$ cat config.mk
export PLATFORM = sky130hd
export DESIGN_NAME = hms_seg_scan
export DESIGN_NICKNAME = d
export VERILOG_FILES = /design/src/rtl/hms_seg_scan.sv
export SDC_FILE = /design/constraint.sdc
export NUM_CORES = 1
export LEC_CHECK = 0
export ABC_AREA = 1
export BUFFER_PORTS_ARGS = -buffer_cell sky130_fd_sc_hd__buf_2
export CAP_MARGIN = 20
export CORE_ASPECT_RATIO = 0.8
export CORE_UTILIZATION = 55
export CTS_BUF_LIST = sky130_fd_sc_hd__clkbuf_2
export CTS_CLUSTER_DIAMETER = 200
export CTS_CLUSTER_SIZE = 25
export DETAILED_ROUTE_END_ITERATION = 10
export PLACE_DENSITY = 0.8
export REMOVE_ABC_BUFFERS = 1
export SLEW_MARGIN = 20
export SYNTH_ARGS = -nofsm -noshare
export SYNTH_HDL_FRONTEND = slang
export SYNTH_SLANG_ARGS = --single-unit
$ cat constraint.sdc
create_clock -name clk -period 5.7 [get_ports clk]
set_clock_uncertainty 0.1 [all_clocks]
set_input_delay 1.71 -clock clk [delete_from_list [all_inputs] [get_ports clk]]
set_output_delay 1.71 -clock clk [all_outputs]
set_load 0.03 [all_outputs]
$ cat src/rtl/hms_seg_scan.sv
// hms_seg_scan -- multiplexed six-digit HH:MM:SS seven-segment scanner.
//
// Each digit is driven for SCAN_DIV clocks, scanning s ones, s tens, m ones,
// m tens, h ones and h tens. A full frame therefore lasts 6*SCAN_DIV clocks.
// Field values are captured into shadow registers only at frame boundaries,
// so a frame is never torn. A free-running blink counter provides a
// visible/blank phase that is used for per-field blinking and alarm flash.
//
// Ports:
//   clk         rising-edge clock
//   reset       asynchronous active-high reset
//   en          display enable (0 = dark, counters held cleared)
//   in_h/m/s    6-bit binary field values (0..63)
//   blink_mask  per-field blink select: [2]=h, [1]=m, [0]=s
//   flash       blank every digit during the blank phase
//   dig         one-hot digit select, bit0 = s ones .. bit5 = h tens
//   seg         segments a..g on bits 0..6, active high
//   dp          decimal point, lit on m ones and h ones as field separator
module hms_seg_scan #(
  parameter int SCAN_DIV  = 4,
  parameter int BLINK_DIV = 32
) (
  input  logic       clk,
  input  logic       reset,
  input  logic       en,
  input  logic [5:0] in_h,
  input  logic [5:0] in_m,
  input  logic [5:0] in_s,
  input  logic [2:0] blink_mask,
  input  logic       flash,
  output logic [5:0] dig,
  output logic [6:0] seg,
  output logic       dp
);

  localparam int DW = $clog2(SCAN_DIV);
  localparam int BW = $clog2(BLINK_DIV);
  localparam logic [DW-1:0] DIV_LAST   = DW'(SCAN_DIV - 1);
  localparam logic [BW-1:0] BLINK_LAST = BW'(BLINK_DIV - 1);

  logic [DW-1:0] div_cnt;
  logic [2:0]    idx;
  logic [5:0]    shadow_h, shadow_m, shadow_s;
  logic [BW-1:0] blink_cnt;
  logic          phase;

  logic          div_wrap, frame_wrap, blink_wrap;
  logic [5:0]    field_p0;
  logic          field_blink_p0;
  logic [3:0]    digit_p0;
  logic          blank_p0;
  logic [5:0]    dig_p0;
  logic [6:0]    seg_p0;
  logic          dp_p0;

  function automatic logic [3:0] tens_of(input logic [5:0] v);
    return 4'(v / 6'd10);
  endfunction

  function automatic logic [3:0] ones_of(input logic [5:0] v);
    return 4'(v % 6'd10);
  endfunction

  function automatic logic [6:0] seg7(input logic [3:0] d);
    case (d)
      4'd0:    return 7'h3F;
      4'd1:    return 7'h06;
      4'd2:    return 7'h5B;
      4'd3:    return 7'h4F;
      4'd4:    return 7'h66;
      4'd5:    return 7'h6D;
      4'd6:    return 7'h7D;
      4'd7:    return 7'h07;
      4'd8:    return 7'h7F;
      4'd9:    return 7'h6F;
      default: return 7'h00;
    endcase
  endfunction

  // Stage p0: decode the digit addressed by the current idx from the shadows.
  always_comb begin
    div_wrap   = (div_cnt == DIV_LAST);
    frame_wrap = div_wrap && (idx == 3'd5);
    blink_wrap = (blink_cnt == BLINK_LAST);

    field_p0       = shadow_h;
    field_blink_p0 = blink_mask[2];
    case (idx)
      3'd0, 3'd1: begin
        field_p0       = shadow_s;
        field_blink_p0 = blink_mask[0];
      end
      3'd2, 3'd3: begin
        field_p0       = shadow_m;
        field_blink_p0 = blink_mask[1];
      end
      default: begin
        field_p0       = shadow_h;
        field_blink_p0 = blink_mask[2];
      end
    endcase

    // Odd scan positions are the tens digit of their field.
    digit_p0 = idx[0] ? tens_of(field_p0) : ones_of(field_p0);
    blank_p0 = phase && (flash || field_blink_p0);
    dig_p0   = 6'b000001 << idx;
    seg_p0   = blank_p0 ? 7'h00 : seg7(digit_p0);
    dp_p0    = !blank_p0 && ((idx == 3'd2) || (idx == 3'd4));
  end

  // Stage p1: registered scan state and display outputs.
  always_ff @(posedge clk or posedge reset) begin
    if (reset) begin
      div_cnt   <= '0;
      idx       <= 3'd0;
      shadow_h  <= 6'd0;
      shadow_m  <= 6'd0;
      shadow_s  <= 6'd0;
      blink_cnt <= '0;
      phase     <= 1'b0;
      dig       <= 6'd0;
      seg       <= 7'd0;
      dp        <= 1'b0;
    end else if (!en) begin
      // Track the inputs while dark so the first enabled frame is current.
      div_cnt   <= '0;
      idx       <= 3'd0;
      shadow_h  <= in_h;
      shadow_m  <= in_m;
      shadow_s  <= in_s;
      blink_cnt <= '0;
      phase     <= 1'b0;
      dig       <= 6'd0;
      seg       <= 7'd0;
      dp        <= 1'b0;
    end else begin
      div_cnt <= div_wrap ? '0 : div_cnt + 1'b1;
      if (div_wrap) begin
        idx <= (idx == 3'd5) ? 3'd0 : idx + 3'd1;
      end
      if (frame_wrap) begin
        shadow_h <= in_h;
        shadow_m <= in_m;
        shadow_s <= in_s;
      end
      blink_cnt <= blink_wrap ? '0 : blink_cnt + 1'b1;
      if (blink_wrap) begin
        phase <= ~phase;
      end
      dig <= dig_p0;
      seg <= seg_p0;
      dp  <= dp_p0;
    end
  end

endmodule

==> Word-level counts from Yosys, hierarchy flattened <==
Memories as Yosys holds them, arrays and structs flattened.
Cells that the tools add are included.
{ "op_classes": {"n_addsub": 3, "n_div": 2, "n_eq_ne": 10, "shift": 1, "mux": 22, "bitwise": 1, "n_reduce_logical": 9} }
{ "op_table": {"columns": ["op", "count"], "rows": [
  ["6-bit 2-to-1 mux", 7],
  ["7-bit 2-to-1 mux", 2],
  ["6-bit case mux with 2 select lines", 1],
  ["5-bit 2-to-1 mux", 2],
  ["3-bit 2-to-1 mux", 3],
  ["6-bit by 4-bit divider with 6-bit output (second input constant)", 1],
  ["3-bit by 2-bit equality test with 1-bit output (second input constant)", 2],
  ["3-bit equality test (second input constant)", 2],
  ["6-bit by 4-bit remainder unit with 6-bit output (second input constant)", 1],
  ["2-bit by 1-bit != test with 1-bit output (second input constant)", 3],
  ["1-bit by 3-bit left shift with 6-bit output (first input constant)", 1],
  ["5-bit by 1-bit adder with 5-bit output (second input constant)", 1],
  ["5-bit equality test (second input constant)", 1],
  ["2-bit 2-to-1 mux", 2],
  ["4-bit 2-to-1 mux", 1],
  ["2-bit OR reduction", 2],
  ["3-bit by 1-bit adder with 3-bit output (second input constant)", 1],
  ["3-bit by 1-bit equality test with 1-bit output (second input constant)", 1],
  ["1-bit logical AND", 3],
  ["3-bit logical NOT", 1],
  ["1-bit 2-to-1 mux", 3],
  ["2-bit by 1-bit adder with 2-bit output (second input constant)", 1],
  ["2-bit equality test (second input constant)", 1],
  ["1-bit logical OR", 2],
  ["3 further kinds", 3]
]} }
{ "totals": {"regBits": 43, "rom_bits": 112, "inputBits": 25, "output_inout_bits": 14, "word_cells": 59, "n_memories": 1} }
{ "mem_list": {"columns": ["memory", "words", "word_bits", "read_ports", "rd_ports_with_merged_regs", "write_ports", "line_no", "rtl"], "rows": [
  ["(name not given)", 16, 7, 1, 0, 0, "65", "case (d)"]
]} }

==> Longest topological paths before layout <==
Gate-level depths: netlist of the first run.
{ "depth": {"ltp_word": 8, "depth_mapped": 32, "ltp_nobuf": 31} }

==> Least setup slack after synthesis of the first run <==
No wires, ideal clock.
{ "synth_timing": {"path_kind": "reg-to-reg", "startpoint": "register idx[0]", "endpoint": "register seg[3]", "setup_time_ns": 0.070, "arrival_ns": 3.145, "required_ns": 5.530, "path_slack_ns": 2.385, "path_stages_with_launch": 28, "path_buffers": 1, "period_less_slack_ns": 3.315, "path_cell_list": "dfrtp_1 > buf_6 > nand2_1 > inv_1 > ha_1 > inv_1 > nand2_4 > nor2_8 > nand2_2 > nand2_4 > nand3_2 > nand2_1 > inv_2 > ha_1 > nand3_1 > nor2_1 > nand3_2 > nand4_1 > nand3_2 > nand2_4 > nand2_4 > nand2_1 > o21ai_1 > inv_1 > ha_1 > nor2_2 > nor2_1 > nor2_2"} }
{ "synth_between": {"elab_chain_cells": 8, "elab_cells_between_ends": 16, "cone_classes": "2 x div; 3 x eq/ne; 5 x mux; 5 x reduce/logical; 1 x memory"} }
{ "synth_rtl": {"columns": ["item", "line_no", "rtl"], "rows": [
  ["start, declared", "42", "logic [2:0] idx;"],
  ["start signal, assigned", "139", "idx <= (idx == 3'd5) ? 3'd0 : idx + 3'd1;"],
  ["3-bit by 2-bit equality test with 1-bit output, or another cell as far along", "88", "case (idx)"],
  ["2-bit OR reduction", "88", null],
  ["6-bit case mux with 2 select lines", "88", null],
  ["6-bit by 4-bit remainder unit with 6-bit output or 6-bit by 4-bit divider with 6-bit output (tied branches)", "61, 57", null],
  ["4-bit 2-to-1 mux", "104", "digit_p0 = idx[0] ? tens_of(field_p0) : ones_of(field_p0);"],
  ["memory 16 x 7 bit", null, null],
  ["7-bit 2-to-1 mux *", "107", "seg_p0 = blank_p0 ? 7'h00 : seg7(digit_p0);"],
  ["7-bit 2-to-1 mux *", "124", "end else if (!en) begin"],
  ["end signal, assigned", "151", "seg <= seg_p0;"],
  ["end, declared", "32", "output logic [6:0] seg,"]
]} }
Mark *: on every way between the ends. The rest lies on a longest branch, timed or not.
A chain may end at the register's enable or synchronous reset.

==> Final worst setup path of the first run <==
Same ends and word-level chain as after synthesis.

==> summary by stage, run 1 <==
Timing
After layout, the worst path uses about 64% of the clock period. The setup slack of the critical path after layout is just over 2 ns. The final setup violation count is 0.

The final sum of negative setup slack is 0 ns. Timing would allow up to about 270 MHz. The final count of pins violating max slew is 0. Setup repair after global routing left no endpoint under its margin.

The worst path needs about 3.7 ns of the cycle, external delays included. For the pin with the worst max-slew slack, the measured transition is 0.777 ns. The max-slew headroom at the worst pin is 48.1%. The number of hold violations in the final report is 0.

Die
The area inside the core boundary is 0.00418 sq mm. The I/O pin count is 39. The die covers 0.00461 sq mm. The die is roughly 76 um wide. For this configuration, the core starts out at a cell density of roughly 57%.

The floorplan row count is 21. The height of the chip is 60.9 um.

CTS
The number of hold buffers added after cts is 0. The number of clock sinks is 43. The H-tree generated during clock tree synthesis spans 2 levels. After clock tree synthesis, the clock-pin slew on the worst setup and hold paths is 0.21 ns. The clock insertion delay at the later pin of the skew report is roughly 0.4 ns. In this run, post-CTS repair resized a total of 0 instances. The clock tree from TritonCTS is yes. The number of setup buffers added after CTS is 0. Clock tree synthesis selected as its root buffer the cell clkbuf_2. The maximum clock path buffer count is 2. Counting the buffers created by CTS gives 5.

Place
The global placement routability congestion is 0.800. The instance area at placement is roughly 0.0026 sq mm. Once detailed placement completed, the half-perimeter wirelength came to roughly 3300 um.

After detailed placement, the design holds a cell count of 356. The pre-CTS worst setup slack is roughly 2.1 ns. In this run the tool buffered the top-level ports with 38 buffer cells.

Global routing
Entering global routing, the biggest net connects 44 pins. The remaining global-route overflow is 0. The first-pass GRT wire length is 7330 um. The via count of the first global-routing pass is 1696. The number of antenna violations at the first check in global routing was 0.

Across every metal layer, demand over resource in global routing totals between 20% and 30%.

Setup path
Together, buffers and inverters on the worst path number 4. The worst setup path is launched from a flop. The kind of cell with the highest combined delay along the critical path is simple AND/OR/NAND/NOR gates. The register-to-register setup slack is 2.02 ns.

The largest single stage delay on the critical path is 0.55 ns. STA puts the critical path data required time at 5.95 ns. Among the stages of the critical path, the cell type that occurs most often is nand2_4. The critical path endpoint category is a flop. The classification of the worst setup path is flop to flop. Data on the critical path arrives at its endpoint at 3.92 ns. The slowest stage cell on the critical path is dfrtp_1.

The biggest fanout along the worst timing path is 11.

Routing
The detailed router finished its first iteration with 106 violations. The iteration count of the initial detailed-routing pass is 4. The count of unresolved DRC violations after routing is 0.

For this block, the routed nets add up to 4230 um of wire. After detailed routing, the average wire length per cell comes to 11.7 um. The detail route stage leaves a number of antenna-violating nets equal to 0. The routed via count divided by cell count is between 4 and 5. The total vias in the final route is around 1800.

Power
The worst-case vdd ir drop is 186 uV. The static leakage power is between 1 and 1.5 nW. The power per cell area is between 300 and 400 mW/mm^2.

Min path
The class of the tightest hold or removal check is flop to flop.

Synth
The cell type contributing the most total cell area after synthesis is dfrtp_1. The post-synthesis average cell area is 9.07 sq um. Yosys printed 0 warnings. Summed over its instances, the top area cell type makes up a little under half of the synthesized netlist area. The share of synthesized area occupied by flip-flops and latches is 45.1%. After synthesis, the share of flip-flops with an asynchronous set or reset is 100%. By area the synthesized netlist is led by dfrtp_1 (45%), nand2_1 (9.6%), mux2_2 (8.0%). Synthesis inferred 43 register bits. The netlist uses 31 different library cells. The mapped netlist covers 0.00239 sq mm. Among all flip-flop cells after synthesis, the most frequent one is dfrtp_1. The gate count after technology mapping is 263.

Counting flops with a built-in enable in the synthesized netlist gives 0.

Run
The number of max-cap violations is 0.

Finish
Leaving out fill and tap cells, the most frequent cell in the layout is nand2_1. Of the cells placed in the final design, the portion with a size suffix greater than 1 is between 30% and 40%. In the final design database the tool counted roughly 340 nets. The repair_antennas step left the layout with diodes totalling 0. In the layout the commonest cells are nand2_1 (61), dfrtp_1 (43), buf_2 (38), nor2_1 (26), inv_1 (24). The filler cell count is ~370. After the flow finishes, the layout carries non-filler instances totaling roughly 360. The signed area change from the synthesized netlist to the final layout is 13.0%. The design area is around 0.0027 sq mm.

Outcome
The flow ran to the end, and the final reports show no timing, DRC or antenna violations.
## sequential cells by signal (all words and copies together) (netlist names)
name	flops
idx	3
shadow_s	6
phase	1
dig	6
shadow_m	6
shadow_h	6
seg	7
div_cnt	2
dp	1
blink_cnt	5
## final timing paths
kind | to | cells past startpoint | start
max reg2reg | seg[3] | 26 | idx[0]
max in group asynchronous | dig[1] | 3 | reset
min reg2reg | div_cnt[0] | 1 | div_cnt[0]
max | seg[3] | 26 | idx[0]
min in group asynchronous | idx[0] | 3 | reset
min | div_cnt[0] | 1 | div_cnt[0]
## final cells by class
class	instances	area [sq um]	share of cell area, %
Timing Repair Buffer	39	198	7.33
Multi-Input combinational cell	187	1180	43.7
Tap cell	57	71.3	2.65
Sequential cell	43	1080	39.9
Inverter	30	113	4.18
Clock inverter	1	30.0	1.11
Clock buffer	6	30.0	1.11
## metal layers
layer	up-vias	share of wire, %	track usage (%)
li1	925	-	-
met1	798	48	27.3
met2	52	45	36.6
met3	8	4.7	5.65
met4	0	1.9	6.61
met5	-	0	0
## through the flow
stage | total power, W | hold WS [ns] | utilization [%]
after floorplan | 0.000669 | 0.308 | -
after global placement | 0.000740 | 0.322 | 63.1
after detailed placement | 0.000748 | 0.325 | 63.1
after CTS | 0.000915 | 0.352 | 64.5
after global routing | 0.000987 | 0.367 | 64.5
final | 0.000907 | 0.348 | 64.5
## cells in the mapped netlist, types with 5 or more instances
| cell | count |
|---|---|
| nand2_1 | 61 |
| dfrtp_1 | 43 |
| nor2_1 | 26 |
| inv_1 | 24 |
| mux2_2 | 17 |
| ha_1 | 12 |
| nand3_1 | 12 |
| nand2_2 | 10 |
| nand3_2 | 9 |
| nor2_2 | 7 |
| inv_2 | 6 |
| nand2_4 | 6 |
| o21ai_0 | 5 |
## cell families after synthesis
logic type	after synthesis	share of synthesized area, %
AO/OA/AOI/OAI	14	3.62
XOR/XNOR	1	0.367
adder cells (fa/ha/maj)	12	6.29
buffers and inverters	33	5.51
flip-flops	43	45.1
multiplexers	17	8.02
AND/OR/NAND/NOR	143	31.1
## report_power, final
part           total, W  internal, W  leakage [nW]  switching [W]
clock network  0.000167    0.0000740        0.0391      0.0000927
registers      0.000357     0.000343         0.545      0.0000148
logic          0.000383     0.000131         0.855       0.000253
Power figures use the tool's default switching activity.
==> run 2: changes to the inputs <==
==> constraint.sdc (replaced) <==
create_clock -name clk -period 3.6 [get_ports clk]
set_clock_uncertainty 0.1 [all_clocks]
set_input_delay 1.08 -clock clk [delete_from_list [all_inputs] [get_ports clk]]
set_output_delay 1.08 -clock clk [all_outputs]
set_load 0.03 [all_outputs]
==> run 2 against run 1 <==
Total power up 72%. Setup slack worse by 1.9 ns. Fmax up 6.3%. Worst hold slack better by 0.014 ns. Clock power up 59%. Register-to-register slack worse by 1.9 ns. Combinational power up 90%. Core utilization up 6.7 points. Cell count up 6.3%.
==> summary by stage, run 2 (synthesis results as in run 1) <==
Run
The number of max-cap violations is 0 (unchanged).

Finish
The number of flip-flops under the largest register name is 7 (unchanged). The filler cell count was 332 (-11%). The post-layout instance count excluding filler cells is 386 (+6.3%). Leaving out fill and tap cells, the most frequent cells in the layout are nand2_1 (53), dfrtp_1 (42), buf_2 (38), inv_1 (22), nor2_1 (22). The count of antenna diodes in the layout came to 0 (unchanged). The net count of the finished layout is 365 (+6.4%).

The final cell utilization of the core came to 71.2% (+6.7 points). The fraction of final layout cells with drive strength greater than 1 is 44.7% (+9.7 points). The most flop-heavy register is seg.

From synthesis to final layout, the design area changed by 24.7%. Leaving out fill and tap cells, the most frequent cell in the layout is nand2_1.

Min path
The cell depth of the worst min-delay path was 1 (unchanged). The tightest min-delay check is of the flop to flop type. The launch point of the worst hold path is div_cnt[0].

The path with the worst hold slack has its endpoint at div_cnt[0].

Setup path
The largest individual stage delay along the critical path comes from the cell dfrtp_2. The largest delay contributor family on the critical path is simple AND/OR/NAND/NOR gates. The critical path endpoint category is a flop. The register-to-register setup slack is 0.14 ns (-1.88 ns). The total buffers and inverters traversed by the critical path was 5 (+1). The peak per-stage delay on the critical path is 0.50 ns (-0.05 ns). The classification of the worst setup path is flop to flop.

The data arrival at the endpoint of the critical path was 3.69 ns (-0.23 ns). The biggest fanout along the worst timing path is 6 (-5). The category of the worst setup path launch point is a flop. The dominant cell type by count on the critical path is nand2_4. In this run the critical register-to-register path is launched from idx[0]. The path depth of the worst reg2reg path was 29 (+12%). The critical path data required time is 3.83 ns (-2.12 ns). The destination of the worst register-to-register timing path is seg[3].

Global routing
The remaining global-route overflow is 0 (unchanged). The all-layer global routing usage is 22.1% (+0.48 points). The pin count of the biggest net entering global routing is 44 (unchanged). The via count of the first global-routing pass was 1697 (+0.059%).

The first-pass GRT wire length is 7490 um (+2.1%). The number of antenna violations at the first check in global routing was 0 (unchanged).

Place
The pre-CTS worst setup slack is 0.0943 ns (-1.98 ns). The HPWL reported at the end of detailed placement is 3410 um (+4.2%). The global placement routability congestion is 0.816 (+2.0%).

The number of port buffers is 38 (unchanged). The number of cells in the design after placement was 358 (+0.56%).

CTS
The clock insertion delay at the later pin of the skew report is 0.40 ns (about the same). The number of hold buffers added after cts is 0 (unchanged). The number of clock sinks is 43 (unchanged). The number of CTS-inserted buffers is 5 (unchanged). The root buffer cell chosen for the clock tree is clkbuf_2. The maximum clock path buffer count is 2 (unchanged).

The register clock-pin slew on the reported worst setup and hold paths came to 0.22 ns (about the same). The H-tree depth reported by CTS is 2 (unchanged). TritonCTS built the clock tree.

Routing
The routed via count divided by cell count is 5.04 (+2.5%). The final antenna-violating net count came to 0 (unchanged). The total vias in the final route is 1944 (+9.0%). The aggregate routed wire length is 4910 um (+16%). The number of design-rule violations left by the first detailed-router iteration came to 111 (+4.7%). The routed wirelength normalized by instance count is 12.7 um (+9.1%). The iteration count of the initial detailed-routing pass came to 4 (unchanged). The count of unresolved DRC violations after routing is 0 (unchanged).

Power
The internal power was 0.000931 W (+70%). The portion of total power attributed to combinational logic was 46.7% (+4.5 points). The static leakage power is 1.57 nW (+9.1%). The power dissipated by switching net loads came to 0.000631 W (+75%).

The worst-case vdd ir drop is 299 uV (+61%). The power per cell area came to 525 mW/mm^2 (+56%). The share of total power in sequential cells is 36.3% (-3.1 points).

The switching share of power is 40.4% (+0.71 points). The clock group share of total power came to 17.0% (-1.4 points).

Die
The I/O pin count is 39 (unchanged). The floorplan row count is 21 (unchanged). The height of the chip was 60.9 um (unchanged).

The horizontal extent of the die is 75.6 um (unchanged). The area inside the core boundary is 0.00418 sq mm (unchanged). The floorplan die area is 0.00461 sq mm (unchanged). The initial core utilization is 57.1% (unchanged).

Timing
The final setup violation count was 0 (unchanged). The highest attainable clock frequency is 289 MHz (+6.3%). The final count of pins violating max slew is 0 (unchanged). The final worst-path cycle share is 96.0% (+32 points). The minimum period implied by the final worst setup slack was 3.46 ns (-0.219 ns). The final sum of negative setup slack is 0 ns (unchanged). The max-slew headroom at the worst pin is 47.8% (-0.33 points).

The number of hold violations in the final report is 0 (unchanged). The setup slack of the critical path after layout is 0.144 ns (-1.88 ns). The slew at the pin closest to its max-slew limit was 0.782 ns (+0.00491 ns).

Outcome
The run finished with clean final reports.
==> run 2: worst max path at each step <==
stage / from / endpoint / slack (ns) / depth (start not counted)
CTS: idx[0] / seg[3] / 0.02 / 28
detailed placement: idx[0] / seg[3] / 0.09 / 28
finish: idx[0] / seg[3] / 0.14 / 29
floorplan: idx[0] / seg[3] / 0.29 / 26
global route: idx[0] / seg[3] / -0.1 / 29
global placement: idx[0] / seg[6] / 0.25 / 26
==> run 2: final cells by class <==
class / instances / area [sq um] / area share (%)
Inverter: 30 / 115 / 3.87
Tap cell: 57 / 71.3 / 2.40
Timing Repair Buffer: 61 / 379 / 12.7
Clock buffer: 5 / 25.0 / 0.841
Multi-Input combinational cell: 187 / 1270 / 42.6
Sequential cell: 43 / 1080 / 36.2
Clock inverter: 3 / 38.8 / 1.30
==> run 2: repair_timing <==
item                                   in CTS  in global routing
setup endpoints to repair                   0                  7
setup buffers                               0                 20
endpoints found under the hold margin       0                  0
gates resized for setup                     0                 27
==> run 2: metal layers <==
layer | global-route usage (%) | vias to the layer above | share of wire (%)
met3 | 5.65 | 5 | 5.2
met2 | 36.6 | 63 | 49
met5 | 0 | - | 0
met1 | 29.1 | 902 | 45
met4 | 5.82 | 0 | 0.65
li1 | - | 974 | -
==> run 2: power groups by stage <==
stage	Clock (W)	Combinational (W)	Sequential [W]
2_1_floorplan	0	0.000416	0.000643
3_3_place_gp	0	0.000601	0.000575
3_5_place_dp	0	0.000618	0.000576
4_1_cts	0.000272	0.000618	0.000566
5_1_grt	0.000290	0.000802	0.000577
6_report	0.000265	0.000729	0.000567
==> run 2: worst reg2reg max path, delay by kind of cell, from the launching register on <==
family        cells  cell delay [ns]
fa+ha+maj         2             0.46
buf+inv           5             0.42
flops             1             0.50
simple gates     22             1.91
==> run 2: through the flow <==
stage / cell area (sq um) / total power, W / hold slack (ns)
after floorplan: 2370 / 0.00106 / 0.308
after global placement: 2650 / 0.00118 / 0.322
after detailed placement: 2650 / 0.00119 / 0.322
after CTS: 2720 / 0.00146 / 0.354
after global routing: 2980 / 0.00167 / 0.397
final: 2980 / 0.00156 / 0.362
